==> config.mk <==
export PLATFORM = sky130hd
export DESIGN_NAME = ls_mem_stage_flat
export DESIGN_NICKNAME = d
export VERILOG_FILES = /design/src/rtl/ls_mem_stage_if.sv /design/src/rtl/ls_mem_stage.sv /design/src/flat_wrapper.sv
export SDC_FILE = /design/constraint.sdc
export NUM_CORES = 1
export LEC_CHECK = 0
export BUFFER_PORTS_ARGS = -buffer_cell sky130_fd_sc_hd__buf_2
export CAP_MARGIN = 10
export CORE_AREA = 2 2 175 177
export CTS_BUF_LIST = sky130_fd_sc_hd__clkbuf_4 sky130_fd_sc_hd__clkbuf_8
export DETAILED_ROUTE_END_ITERATION = 10
export DIE_AREA = 0 0 177 179
export PLACE_DENSITY = 0.68
export REMOVE_ABC_BUFFERS = 1
export SLEW_MARGIN = 30
export SYNTH_ARGS = -nofsm -noshare
export SYNTH_HDL_FRONTEND = slang
export SYNTH_SLANG_ARGS = --single-unit
==> constraint.sdc <==
create_clock -name clk -period 5.63 [get_ports clk]
set_clock_uncertainty 0.1 [all_clocks]
set_input_delay 1.126 -clock clk [delete_from_list [all_inputs] [get_ports clk]]
set_output_delay 1.126 -clock clk [all_outputs]
set_load 0.01 [all_outputs]
==> src/rtl/ls_mem_stage_if.sv <==
// Data-memory request/response bus between the load/store stage and memory.
interface ls_mem_stage_if #(
   parameter int unsigned DATA_W = 64,
   parameter int unsigned ADDR_W = 32
) ();

   logic              mem_req;
   logic              mem_we;
   logic [ADDR_W-1:0] mem_addr;
   logic [DATA_W-1:0] mem_wdata;
   logic [7:0]        mem_wstrb;
   logic              mem_ready;
   logic              mem_rvalid;
   logic [DATA_W-1:0] mem_rdata;

   modport master (
      output mem_req, mem_we, mem_addr, mem_wdata, mem_wstrb,
      input  mem_ready, mem_rvalid, mem_rdata
   );

   modport slave (
      input  mem_req, mem_we, mem_addr, mem_wdata, mem_wstrb,
      output mem_ready, mem_rvalid, mem_rdata
   );

endinterface

==> src/rtl/ls_mem_stage.sv <==
// Load/store stage: one bus transaction per load/store, load alignment and
// extension, pipeline stall while the transaction is outstanding.
module ls_mem_stage #(
   parameter int unsigned DATA_W  = 64,
   parameter int unsigned ADDR_W  = 32,
   parameter int unsigned TIMEOUT = 255
) (
   input  logic              clk,
   input  logic              rst,
   input  logic [4:0]        ex_mem_ctl,
   input  logic [DATA_W-1:0] ex_addr,
   input  logic [DATA_W-1:0] ex_sdata,
   input  logic              ex_rd_ena,
   input  logic [4:0]        ex_rd_addr,
   input  logic              wb_stall,
   ls_mem_stage_if.master    bus,
   output logic [DATA_W-1:0] ls_wbdata,
   output logic              ls_stall,
   output logic              ls_misalign,
   output logic              ls_bus_err,
   output logic [4:0]        ls_rd_addr_forward,
   output logic [DATA_W-1:0] ls_rd_data_forward
);

   localparam int unsigned CntW = $clog2(TIMEOUT + 1);

   typedef enum logic [1:0] {StIdle, StReq, StResp, StHold} state_e;

   state_e            state_q, state_d;
   logic [CntW-1:0]   cnt_q, cnt_d;
   logic [DATA_W-1:0] result_q, result_d;

   // Request fields captured when leaving idle; upstream is not re-read later.
   logic              we_q, load_q, uns_q;
   logic [1:0]        size_q;
   logic [2:0]        off_q;
   logic [ADDR_W-1:0] addr_q;
   logic [DATA_W-1:0] wdata_q;
   logic [7:0]        wstrb_q;

   logic              is_load, is_store, is_mem, misaligned, start, req, done, timeout;
   logic [7:0]        strb;
   logic [DATA_W-1:0] rshift, ext, ld_val;

   assign is_store = ex_mem_ctl[4] & ~ex_mem_ctl[3];
   assign is_load  = ex_mem_ctl[3] & ~ex_mem_ctl[4];
   assign is_mem   = is_store | is_load;
   assign start    = is_mem & ~misaligned;

   // Decode alignment and byte strobes of the presented op.
   always_comb begin
      misaligned = 1'b0;
      strb       = 8'h00;
      unique case (ex_mem_ctl[1:0])
         2'b00: begin misaligned = 1'b0;            strb = 8'h01 << ex_addr[2:0]; end
         2'b01: begin misaligned = ex_addr[0];      strb = 8'h03 << ex_addr[2:0]; end
         2'b10: begin misaligned = |ex_addr[1:0];   strb = 8'h0F << ex_addr[2:0]; end
         2'b11: begin misaligned = |ex_addr[2:0];   strb = 8'hFF;                 end
      endcase
   end

   // Align read data to bit 0 and extend to the register width.
   always_comb begin
      rshift = bus.mem_rdata >> {off_q, 3'b000};
      ext    = rshift;
      unique case (size_q)
         2'b00: ext = uns_q ? {{(DATA_W-8){1'b0}}, rshift[7:0]}
                            : {{(DATA_W-8){rshift[7]}}, rshift[7:0]};
         2'b01: ext = uns_q ? {{(DATA_W-16){1'b0}}, rshift[15:0]}
                            : {{(DATA_W-16){rshift[15]}}, rshift[15:0]};
         2'b10: ext = uns_q ? {{(DATA_W-32){1'b0}}, rshift[31:0]}
                            : {{(DATA_W-32){rshift[31]}}, rshift[31:0]};
         2'b11: ext = rshift;
      endcase
      ld_val = load_q ? ext : '0;
   end

   // Same-cycle ready+rvalid in REQ counts as a completed response.
   assign done    = ((state_q == StReq) & bus.mem_ready & bus.mem_rvalid) |
                    ((state_q == StResp) & bus.mem_rvalid);
   assign timeout = (cnt_q == CntW'(TIMEOUT));

   // Next-state and stage outputs.
   always_comb begin
      state_d     = state_q;
      cnt_d       = cnt_q;
      result_d    = result_q;
      req         = 1'b0;
      ls_stall    = 1'b0;
      ls_misalign = 1'b0;
      ls_bus_err  = 1'b0;
      ls_wbdata   = '0;
      unique case (state_q)
         StIdle: begin
            if (is_mem && misaligned) begin
               ls_misalign = 1'b1;
            end else if (start) begin
               ls_stall = 1'b1;
               cnt_d    = '0;
               state_d  = StReq;
            end
         end
         StReq, StResp: begin
            req      = (state_q == StReq);
            ls_stall = 1'b1;
            cnt_d    = cnt_q + CntW'(1);
            if (done) begin
               req       = 1'b0;
               result_d  = ld_val;
               ls_wbdata = ld_val;
               if (wb_stall) begin
                  state_d = StHold;
               end else begin
                  ls_stall = 1'b0;
                  state_d  = StIdle;
               end
            end else if (timeout) begin
               // Give up: release the pipeline with a zero result.
               req        = 1'b0;
               ls_stall   = 1'b0;
               ls_bus_err = 1'b1;
               state_d    = StIdle;
            end else if (state_q == StReq && bus.mem_ready) begin
               state_d = StResp;
            end
         end
         StHold: begin
            ls_wbdata = result_q;
            ls_stall  = wb_stall;
            if (!wb_stall) state_d = StIdle;
         end
      endcase
   end

   // State, timeout counter and result register.
   always_ff @(posedge clk) begin
      if (rst) begin
         state_q  <= StIdle;
         cnt_q    <= '0;
         result_q <= '0;
      end else begin
         state_q  <= state_d;
         cnt_q    <= cnt_d;
         result_q <= result_d;
      end
   end

   // Capture the request when an op is accepted in idle.
   always_ff @(posedge clk) begin
      if (rst) begin
         we_q    <= 1'b0;
         load_q  <= 1'b0;
         uns_q   <= 1'b0;
         size_q  <= 2'b00;
         off_q   <= 3'b000;
         addr_q  <= '0;
         wdata_q <= '0;
         wstrb_q <= 8'h00;
      end else if (state_q == StIdle && start) begin
         we_q    <= is_store;
         load_q  <= is_load;
         uns_q   <= ex_mem_ctl[2];
         size_q  <= ex_mem_ctl[1:0];
         off_q   <= ex_addr[2:0];
         addr_q  <= {ex_addr[ADDR_W-1:3], 3'b000};
         wdata_q <= ex_sdata << {ex_addr[2:0], 3'b000};
         wstrb_q <= strb;
      end
   end

   assign bus.mem_req   = req;
   assign bus.mem_we    = req & we_q;
   assign bus.mem_addr  = addr_q;
   assign bus.mem_wdata = wdata_q;
   assign bus.mem_wstrb = wstrb_q;

   assign ls_rd_addr_forward = ex_rd_ena ? ex_rd_addr : 5'd0;
   assign ls_rd_data_forward = is_load ? ls_wbdata : ex_addr;

endmodule

==> src/flat_wrapper.sv <==
// flat-port wrapper written by rule: the top's interface ports become plain ports
module ls_mem_stage_flat 
#(
   parameter int unsigned DATA_W  = 64,
   parameter int unsigned ADDR_W  = 32,
   parameter int unsigned TIMEOUT = 255
)
  (clk, rst, ex_mem_ctl, ex_addr, ex_sdata, ex_rd_ena, ex_rd_addr, wb_stall, ls_wbdata, ls_stall, ls_misalign, ls_bus_err, ls_rd_addr_forward, ls_rd_data_forward, bus_mem_req, bus_mem_we, bus_mem_addr, bus_mem_wdata, bus_mem_wstrb, bus_mem_ready, bus_mem_rvalid, bus_mem_rdata);
  ls_mem_stage_if #(.DATA_W(DATA_W), .ADDR_W(ADDR_W)) bus_i ();
  input  logic clk;
  input  logic rst;
  input  logic [4:0] ex_mem_ctl;
  input  logic [DATA_W-1:0] ex_addr;
  input  logic [DATA_W-1:0] ex_sdata;
  input  logic ex_rd_ena;
  input  logic [4:0] ex_rd_addr;
  input  logic wb_stall;
  output logic [DATA_W-1:0] ls_wbdata;
  output logic ls_stall;
  output logic ls_misalign;
  output logic ls_bus_err;
  output logic [4:0] ls_rd_addr_forward;
  output logic [DATA_W-1:0] ls_rd_data_forward;
  output wire logic [$bits(bus_i.mem_req)-1:0] bus_mem_req;
  output wire logic [$bits(bus_i.mem_we)-1:0] bus_mem_we;
  output wire logic [$bits(bus_i.mem_addr)-1:0] bus_mem_addr;
  output wire logic [$bits(bus_i.mem_wdata)-1:0] bus_mem_wdata;
  output wire logic [$bits(bus_i.mem_wstrb)-1:0] bus_mem_wstrb;
  input wire logic [$bits(bus_i.mem_ready)-1:0] bus_mem_ready;
  input wire logic [$bits(bus_i.mem_rvalid)-1:0] bus_mem_rvalid;
  input wire logic [$bits(bus_i.mem_rdata)-1:0] bus_mem_rdata;
  assign bus_mem_req = bus_i.mem_req;
  assign bus_mem_we = bus_i.mem_we;
  assign bus_mem_addr = bus_i.mem_addr;
  assign bus_mem_wdata = bus_i.mem_wdata;
  assign bus_mem_wstrb = bus_i.mem_wstrb;
  assign bus_i.mem_ready = bus_mem_ready;
  assign bus_i.mem_rvalid = bus_mem_rvalid;
  assign bus_i.mem_rdata = bus_mem_rdata;
  ls_mem_stage #(.DATA_W(DATA_W), .ADDR_W(ADDR_W), .TIMEOUT(TIMEOUT)) u_core (.clk(clk), .rst(rst), .ex_mem_ctl(ex_mem_ctl), .ex_addr(ex_addr), .ex_sdata(ex_sdata), .ex_rd_ena(ex_rd_ena), .ex_rd_addr(ex_rd_addr), .wb_stall(wb_stall), .bus(bus_i), .ls_wbdata(ls_wbdata), .ls_stall(ls_stall), .ls_misalign(ls_misalign), .ls_bus_err(ls_bus_err), .ls_rd_addr_forward(ls_rd_addr_forward), .ls_rd_data_forward(ls_rd_data_forward));
endmodule
Word level (Yosys, flattened, before mapping)
Cells that the tools add are included.
- input bits: 208
- output and inout bits: 242
- logic and storage cells: 92
- bits in registers: 183
- mux-type cells: 36
- bitwise logic cells: 12
- reductions and logical operators: 13
- add/subtract/negate cells: 1
- shifts and indexed selects: 5
- equality and inequality tests: 14
- operator list (cell ; number):
    $mux 64 ; 6
    $pmux 64 s4 ; 1
    $pmux 64 s2 ; 1
    $shl 64x6->64 ; 1
    $shr 64x6->64 ; 1
    $pmux 8 s4 ; 1
    $mux 8 ; 2
    $pmux 8 s2 ; 1
    $mux 2 ; 7
    $mux 1 ; 13
    $eq 2x2->1 const B ; 6
    $add 8x1->8 const B ; 1
    $eq 8x8->1 const B ; 1
    $shl 1x3->8 const A ; 1
    $shl 2x3->8 const A ; 1
    $shl 4x3->8 const A ; 1
    $and 1x1->1 ; 7
    $eq 2x1->1 const B ; 3
    $logic_not 2->1 ; 3
    $pmux 2 s3 ; 1
    $mux 5 ; 1
    $ne 2x2->1 const B ; 2
    $ne 4x1->1 const B ; 1
    $pmux 1 s4 ; 1
    11 further kinds ; 17

Logic depth before layout (Yosys ltp)
Gate-level depths: netlist of run 1.
- depth after elaboration: 7
- gate-level depth with buffers: 10
- depth with buffers taken out: 7

Worst setup path before layout of run 1
Ideal clock, no wire load.
- path type: input -> output
- from: input port bus_mem_rvalid
- to: output port ls_rd_data_forward[16]
- arrival time: 2750 ps
- stages: 7
- path buffers: 2
- data required time: 4404 ps
- slack: 1654 ps
- cells stage by stage: nand3_1 > nand2b_1 > or4_1 > buf_2 > and2_1 > buf_6 > o31ai_1
- word-level cells in the longest chain between the ends: 5
- elaborated cells on any way between the ends: 6
- classes of those cells: mux: 3; bitwise: 3
- RTL lines (element ; line ; text):
    start: declaration ; flat_wrapper.sv:30 ; input wire logic [$bits(bus_i.mem_rvalid)-1:0] bus_mem_rvalid;
    $and 1x1->1, on equally long branches ; ls_mem_stage.sv:79, ls_mem_stage.sv:80 ;
    $or 1x1->1 * ; ls_mem_stage.sv:79 ; assign done = ((state_q == StReq) & bus.mem_ready & bus.mem_rvalid) |
    $mux 64 * ; ls_mem_stage.sv:107 ; if (done) begin
    $pmux 64 s2 * ; ls_mem_stage.sv:93 ; unique case (state_q)
    $mux 64 * ; ls_mem_stage.sv:178 ; assign ls_rd_data_forward = is_load ? ls_wbdata : ex_addr;
    end: declaration ; flat_wrapper.sv:23 ; output logic [DATA_W-1:0] ls_rd_data_forward;
Every way passes the cells marked *; elsewhere a longest branch is shown, timed or not.

Worst setup path after layout of run 1
- from: register u_core.state_q[0]
- to: output port ls_wbdata[23]
- word-level cells in the longest chain between the ends: 6
- elaborated cells on any way between the ends: 10
- classes of those cells: eq/ne: 3; mux: 2; bitwise: 4; reduce/logical: 1
- RTL lines (element ; line ; text):
    start: declaration ; ls_mem_stage.sv:29 ; state_e state_q, state_d;
    start signal: assignment ; ls_mem_stage.sv:138 ; state_q <= StIdle;
    start signal: assignment ; ls_mem_stage.sv:142 ; state_q <= state_d;
    $eq 2x1->1 ; ls_mem_stage.sv:79, ls_mem_stage.sv:93 ;
    $and 1x1->1 (2 in series) ; ls_mem_stage.sv:79 ;
    $or 1x1->1 ; ls_mem_stage.sv:79 ;
    $mux 64 ; ls_mem_stage.sv:107 ;
    $pmux 64 s2 * ; ls_mem_stage.sv:93 ;
    end: declaration ; flat_wrapper.sv:18 ; output logic [DATA_W-1:0] ls_wbdata;
Marks and branches as above.

==> run summary, run 1 <==
area of the die = 0.03168 sq mm
met2 GRT Util = 49.68%
FF-to-FF path depth = 7
final hold vios = 0
Clock Tree Root = clkbuf_8
max incr delay on CP = 0.69 ns
YS warnings = 0
synthesized cell area = 0.01219 sq mm
Iter 0 DRT Violations = 1,221
Setup Crit Path Kind = reg2out
First-pass DRT Iterations = 8
largest net degree at the start of global routing = 81
Worst Hold Class = reg2reg
total I/O pin count = 450
worst path cell trace = inv_1 > ha_1 > nand3_1 > nand2b_1 > or4_1 > a21oi_2 > a22o_1 > buf_2
HPWL after DPL = 35,830 um
Die Y = 179 um
Worst-Margin Slew = 0.9505 ns
CTS tree = done
post-synthesis async set-or-reset flop share = 0%
area delta synth->final = 23.37%
DRC viols = 0
gr usage total = 29.24%
Fillers = 3,028
ys flop type = dfxtp_1
Syn Area/Cell = 7.627 sq um
critical path capture point = ls_wbdata[23]
number of routed nets with antenna violations = 0
met1 Usage GRT = 36.22%
critical path data arrival time = 3.78 ns
cts hold-fix bufs = 0
Syn Inst Count = 1,598
Worst EP required = 4.40 ns
layout cell share with drive strength beyond 1 = 30.52%
post-CTS setup buffers = 0
met3 GRT Util = 6.340%
worst skew pair latency = 0.48 ns
Crit path depth = 8
RSZ-0062 raised after global routing = no
post-CTS sizing = 0
number of max-cap violations = 0
Placement Setup Slack = 0.8743 ns
GRT overflow = 0
starting density of the core = 40.59%
hold_ws = 0.3567 ns
FMAX = 199.8 MHz
outcome = finished, final reports clean
CP top delay family = simple AND/OR/NAND/NOR gates
fin. max-slew vios = 0
DR vias/cell = 5.812
NumNets Final = 2,164
Wirelength per Cell = 20.71 um
critical path fanouts, max = 14
Longest Clk Path Bufs = 2
global route hottest layer = met2
Routed Wire Length = 48,840 um
initial antenna violation count = 4
minimum clock period = 5.006 ns
total CTS buffers = 17
worst r2r src = u_core.state_q[0]
Std-Cell Core Area = 0.03003 sq mm
Slowest-stage cell, CP = or4_1
GPL Wtd Cong = 0.9104
first-pass GRT wire length = 71,550 um
vias after detailed routing = 13,710
Post-synth EDFFs = 0
type of origin of the critical path = register
Slew HR = 36.50%
Max rail drop VDD = 0.0002453 V
synth unique cells = 61
Die X = 177 um
Final period util = 88.91%
Worst setup EP type = output pin
most common cell after layout, fill and taps aside = buf_2
clk slew on worst S/H paths = 0.12 ns
clock sinks = 183
Row Count = 64
Worst Setup SP = u_core.state_q[0]
final setup margin = 0.6242 ns
CTS H-Tree Depth = 4
Port Buffers = 446
reg-to-reg setup timing slack = 2.36 ns
FF+latch count, synth = 183
vias in the first global route = 12,400
Fin Setup TNS = 0 ns
most frequent cells in the layout = buf_2, nand2_1, o21ai_0, dfxtp_1, a21oi_1
Buf/Inv on CP = 2
pwr dens = 282.2 mW/mm^2
Final Core Density = 50.07%
post-synthesis sequential area ratio = 30.06%
final setup vio count = 0
leakage = 6.415 nW
Crit Reg-Reg Endpoint = u_core.result_q[39]
==> power by group <==
part	switching (mW)	internal, mW
clock	0.592	0.347
combinational	1.13	0.629
sequential	0.114	1.42
total	1.84	2.40
==> kinds of logic after synthesis <==
kind of cell,Yosys count,synth area share (%)
flops,183,30.06
mux,134,16.59
buf+inv,167,5.687
simple gates,583,20.38
compound gates,517,25.92
fa+ha+maj,13,1.335
other cells,1,0.03077
==> final cells by class <==
type                       count  area [sq um]  share of cell area, %
antenna                        6         15.01                0.09986
clock buffer                  18         247.7                  1.648
clock inverter                14         155.1                  1.032
inverter                      20         75.07                 0.4993
multi-input combinational   1250          7909                  52.60
sequential                   183          3670                  24.41
tap                          396         495.5                  3.295
timing repair buffer         471          2469                  16.42
==> worst min path at each step <==
stage                                   startpoint                  endpoint  slack, ns  cells past startpoint
final                     u_core.bus.mem_wdata[19]  u_core.bus.mem_wdata[19]       0.36                      2
after global routing       u_core.bus.mem_wdata[9]   u_core.bus.mem_wdata[9]       0.37                      2
after CTS                  u_core.bus.mem_wdata[5]   u_core.bus.mem_wdata[5]       0.36                      2
after detailed placement   u_core.bus.mem_wdata[5]   u_core.bus.mem_wdata[5]       0.34                      2
after global placement         u_core.result_q[50]       u_core.result_q[50]       0.33                      2
after floorplan                u_core.result_q[32]       u_core.result_q[32]       0.32                      2
==> registers in the layout, summed over array words and instances, names as in the netlist <==
register / cells
u_core.state_q: 2
u_core.result_q: 64
u_core.bus.mem_addr: 29
u_core.off_q: 3
u_core.we_q: 1
u_core.bus.mem_wstrb: 8
u_core.bus.mem_wdata: 64
u_core.load_q: 1
u_core.cnt_q: 8
u_core.uns_q: 1
u_core.size_q: 2
==> tightest hold or removal path: stages (launching register included) <==
cell and delay, ns:
dfxtp_1 0.33, nand2_1 0.05, a21oi_1 0.05
==> through the flow <==
step | power [mW] | instances | cell area, sq um
after detailed placement | 3.301 | 2320 | 14600
after global placement | 3.259 | 2318 | 14540
final | 4.242 | 2358 | 15040
after floorplan | 2.603 | 1453 | 11580
after global routing | 4.476 | 2356 | 15030
after CTS | 4.243 | 2352 | 15000
==> layer usage <==
layer  up-vias  routed length [um]
met5         -                   0
met4         0                1445
met3        80                4065
met2       640               23760
met1      6520               19570
li1       6465                   -
==> cell usage after synthesis (10+ instances only) <==
cell / n / area, sq um
o21ai_0: 195 / 975.9
ha_1: 13 / 162.7
a22o_1: 22 / 192.7
buf_2: 35 / 175.2
mux2i_1: 67 / 670.6
nand3_1: 47 / 235.2
clkbuf_1: 99 / 371.6
a22oi_1: 13 / 97.59
and3_1: 12 / 75.07
mux4_2: 53 / 1194
nor3_1: 32 / 160.2
dfxtp_1: 183 / 3664
a211oi_1: 40 / 300.3
nor2_1: 95 / 356.6
and2_1: 18 / 112.6
a221oi_1: 10 / 87.58
nand2_1: 339 / 1272
mux2_2: 14 / 157.7
inv_1: 16 / 60.06
or3_1: 11 / 68.82
o31ai_1: 16 / 120.1
a21oi_1: 140 / 700.7
a21o_1: 14 / 105.1
a221o_1: 10 / 100.1
o211ai_1: 14 / 105.1
Note: power is estimated with default switching activity, not from simulation.
==> run 2, diff against run 1 <==
Settings changed: CORE_AREA 2 2 175 177 to 2 2 174 176, CTS_BUF_LIST sky130_fd_sc_hd__clkbuf_4 sky130_fd_sc_hd__clkbuf_8 to sky130_fd_sc_hd__clkbuf_2, DIE_AREA 0 0 177 179 to 0 0 176 178, PLACE_DENSITY 0.68 to 0.72.
Clock period 5.63 ns to 4.5 ns, I/O delays scaled along.
==> run summary, run 2 (synthesized netlist as in run 1, its figures left out) <==
area of the die = 0.03133 sq mm
DRC viols = 0
Setup Crit Path Kind = reg2out
HPWL after DPL = 36,180 um
number of routed nets with antenna violations = 0
Slew HR = 37.30%
worst skew pair latency = 0.79 ns
Iter 0 DRT Violations = 1,600
hold depth = 3
Worst Hold Path EP = u_core.bus.mem_wdata[4]
leakage = 6.497 nW
most frequent cells in the layout = buf_2, nand2_1, o21ai_0, dfxtp_1, a21oi_1
Longest Clk Path Bufs = 2
Worst EP required = 3.50 ns
pwr dens = 339.7 mW/mm^2
final setup margin = 0.2136 ns
GPL Wtd Cong = 0.9329
area delta synth->final = 24.03%
type of origin of the critical path = register
critical path data arrival time = 3.29 ns
Routed Wire Length = 48,840 um
hold path startpoint = ex_sdata[4]
vias in the first global route = 12,790
FF-to-FF path depth = 7
Slowest-stage cell, CP = or4_4
FMAX = 233.3 MHz
initial antenna violation count = 7
worst r2r src = u_core.state_q[0]
Row Count = 63
first-pass GRT wire length = 72,800 um
final setup vio count = 0
starting density of the core = 41.45%
Placement Setup Slack = 0.4279 ns
reg-to-reg setup timing slack = 1.82 ns
Buf/Inv on CP = 2
Std-Cell Core Area = 0.02940 sq mm
final hold vios = 0
cts hold-fix bufs = 0
most common cell after layout, fill and taps aside = buf_2
CTS tree = done
Wirelength per Cell = 20.58 um
Final period util = 95.25%
gr usage total = 29.85%
Die Y = 178 um
Port Buffers = 446
First-pass DRT Iterations = 6
Crit Reg-Reg Endpoint = u_core.result_q[24]
clk slew on worst S/H paths = 0.38 ns
largest net degree at the start of global routing = 83
GRT overflow = 0
Max rail drop VDD = 0.0002060 V
fin. max-slew vios = 0
critical path fanouts, max = 10
max incr delay on CP = 0.59 ns
total I/O pin count = 450
Worst-Margin Slew = 0.9354 ns
CP top delay family = simple AND/OR/NAND/NOR gates
vias after detailed routing = 13,970
number of max-cap violations = 0
clock sinks = 183
outcome = finished, final reports clean
layout cell share with drive strength beyond 1 = 31.63%
Worst setup EP type = output pin
total power = 5.135 mW
Die X = 176 um
CTS H-Tree Depth = 4
Clock Tree Root = clkbuf_2
NumNets Final = 2,184
total CTS buffers = 17
DR vias/cell = 5.886
Worst Hold Class = in2reg
minimum clock period = 4.286 ns
worst path cell trace = inv_1 > ha_1 > nand3_1 > nand2b_4 > or4_4 > and2_4 > o31ai_2 > buf_2
## run 2: changes by cell type in the layout (fill, tap and decap cells not counted), sizes merged
cell      before  now
buf          471  491
clkinvlp       2    0
clkinv         7    8
diode          6    7
inv           25   26
## run 2: through the flow
stage	utilization, %	hold WS, ns	std cells	setup TNS, ns	cell area, sq um
2_1_floorplan	-	0.3249	1453	-266.11	11580
3_3_place_gp	49.91	0.3332	2324	0	14680
3_5_place_dp	49.91	0.3416	2324	0	14680
4_1_cts	50.95	0.1146	2359	0	14980
5_1_grt	51.41	0.09200	2372	-0.01814	15110
6_report	51.42	0.1839	2373	0	15120
## run 2: how the worst max path moves through the flow
stage                      start  slack (ns)                        to  depth (start not counted)
5_1_grt        u_core.state_q[0]       -0.01             ls_wbdata[16]                          8
4_1_cts          u_core.off_q[0]        0.03             ls_wbdata[36]                          7
2_1_floorplan         ex_addr[2]       -2.17  u_core.bus.mem_wdata[32]                          5
3_5_place_dp      bus_mem_rvalid        0.43    ls_rd_data_forward[23]                          7
6_report       u_core.state_q[0]        0.21    ls_rd_data_forward[23]                          8
3_3_place_gp   bus_mem_rdata[63]        0.48    ls_rd_data_forward[23]                          7
## run 2: report_power, final
| group | internal, mW | switching [mW] |
|---|---|---|
| sequential | 1.79 | 0.108 |
| clock | 0.193 | 0.713 |
| combinational | 0.855 | 1.47 |
## run 2: cell type report
type,count,area (sq um)
repair buffers,491,2664
well taps,390,488.0
flip-flops and latches,183,3674
fillers,2899,14290
inverters,20,75.07
clock buffers,18,90.09
multi-input cells,1250,7954
clock inverters,14,155.1
diodes,7,17.52
## run 2: metal layers
metal  vias up  global-route usage (%)  share of wire, %
met5         -                       0             0.037
met4         2                   12.22               3.7
met3       118                   6.436               8.7
met2       734                   50.44                48
met1      6601                   37.07                39
li1       6512                       -                 -
## run 2: timing repair
action                     4_1_cts  5_1_grt
setup buffers                    3        7
setup endpoints to repair       53       77
gates cloned                     0        0
hold endpoints to repair         0        0
gates resized for setup         12       14
pin swaps                        1        1
## run 2: worst register-to-register path: cells and delay by family, from the launching register on
family	cells	cell delay, ns
compound gates	2	0.74
fa+ha+maj	1	0.34
buf+inv	1	0.07
flops	1	0.43
simple gates	3	0.94
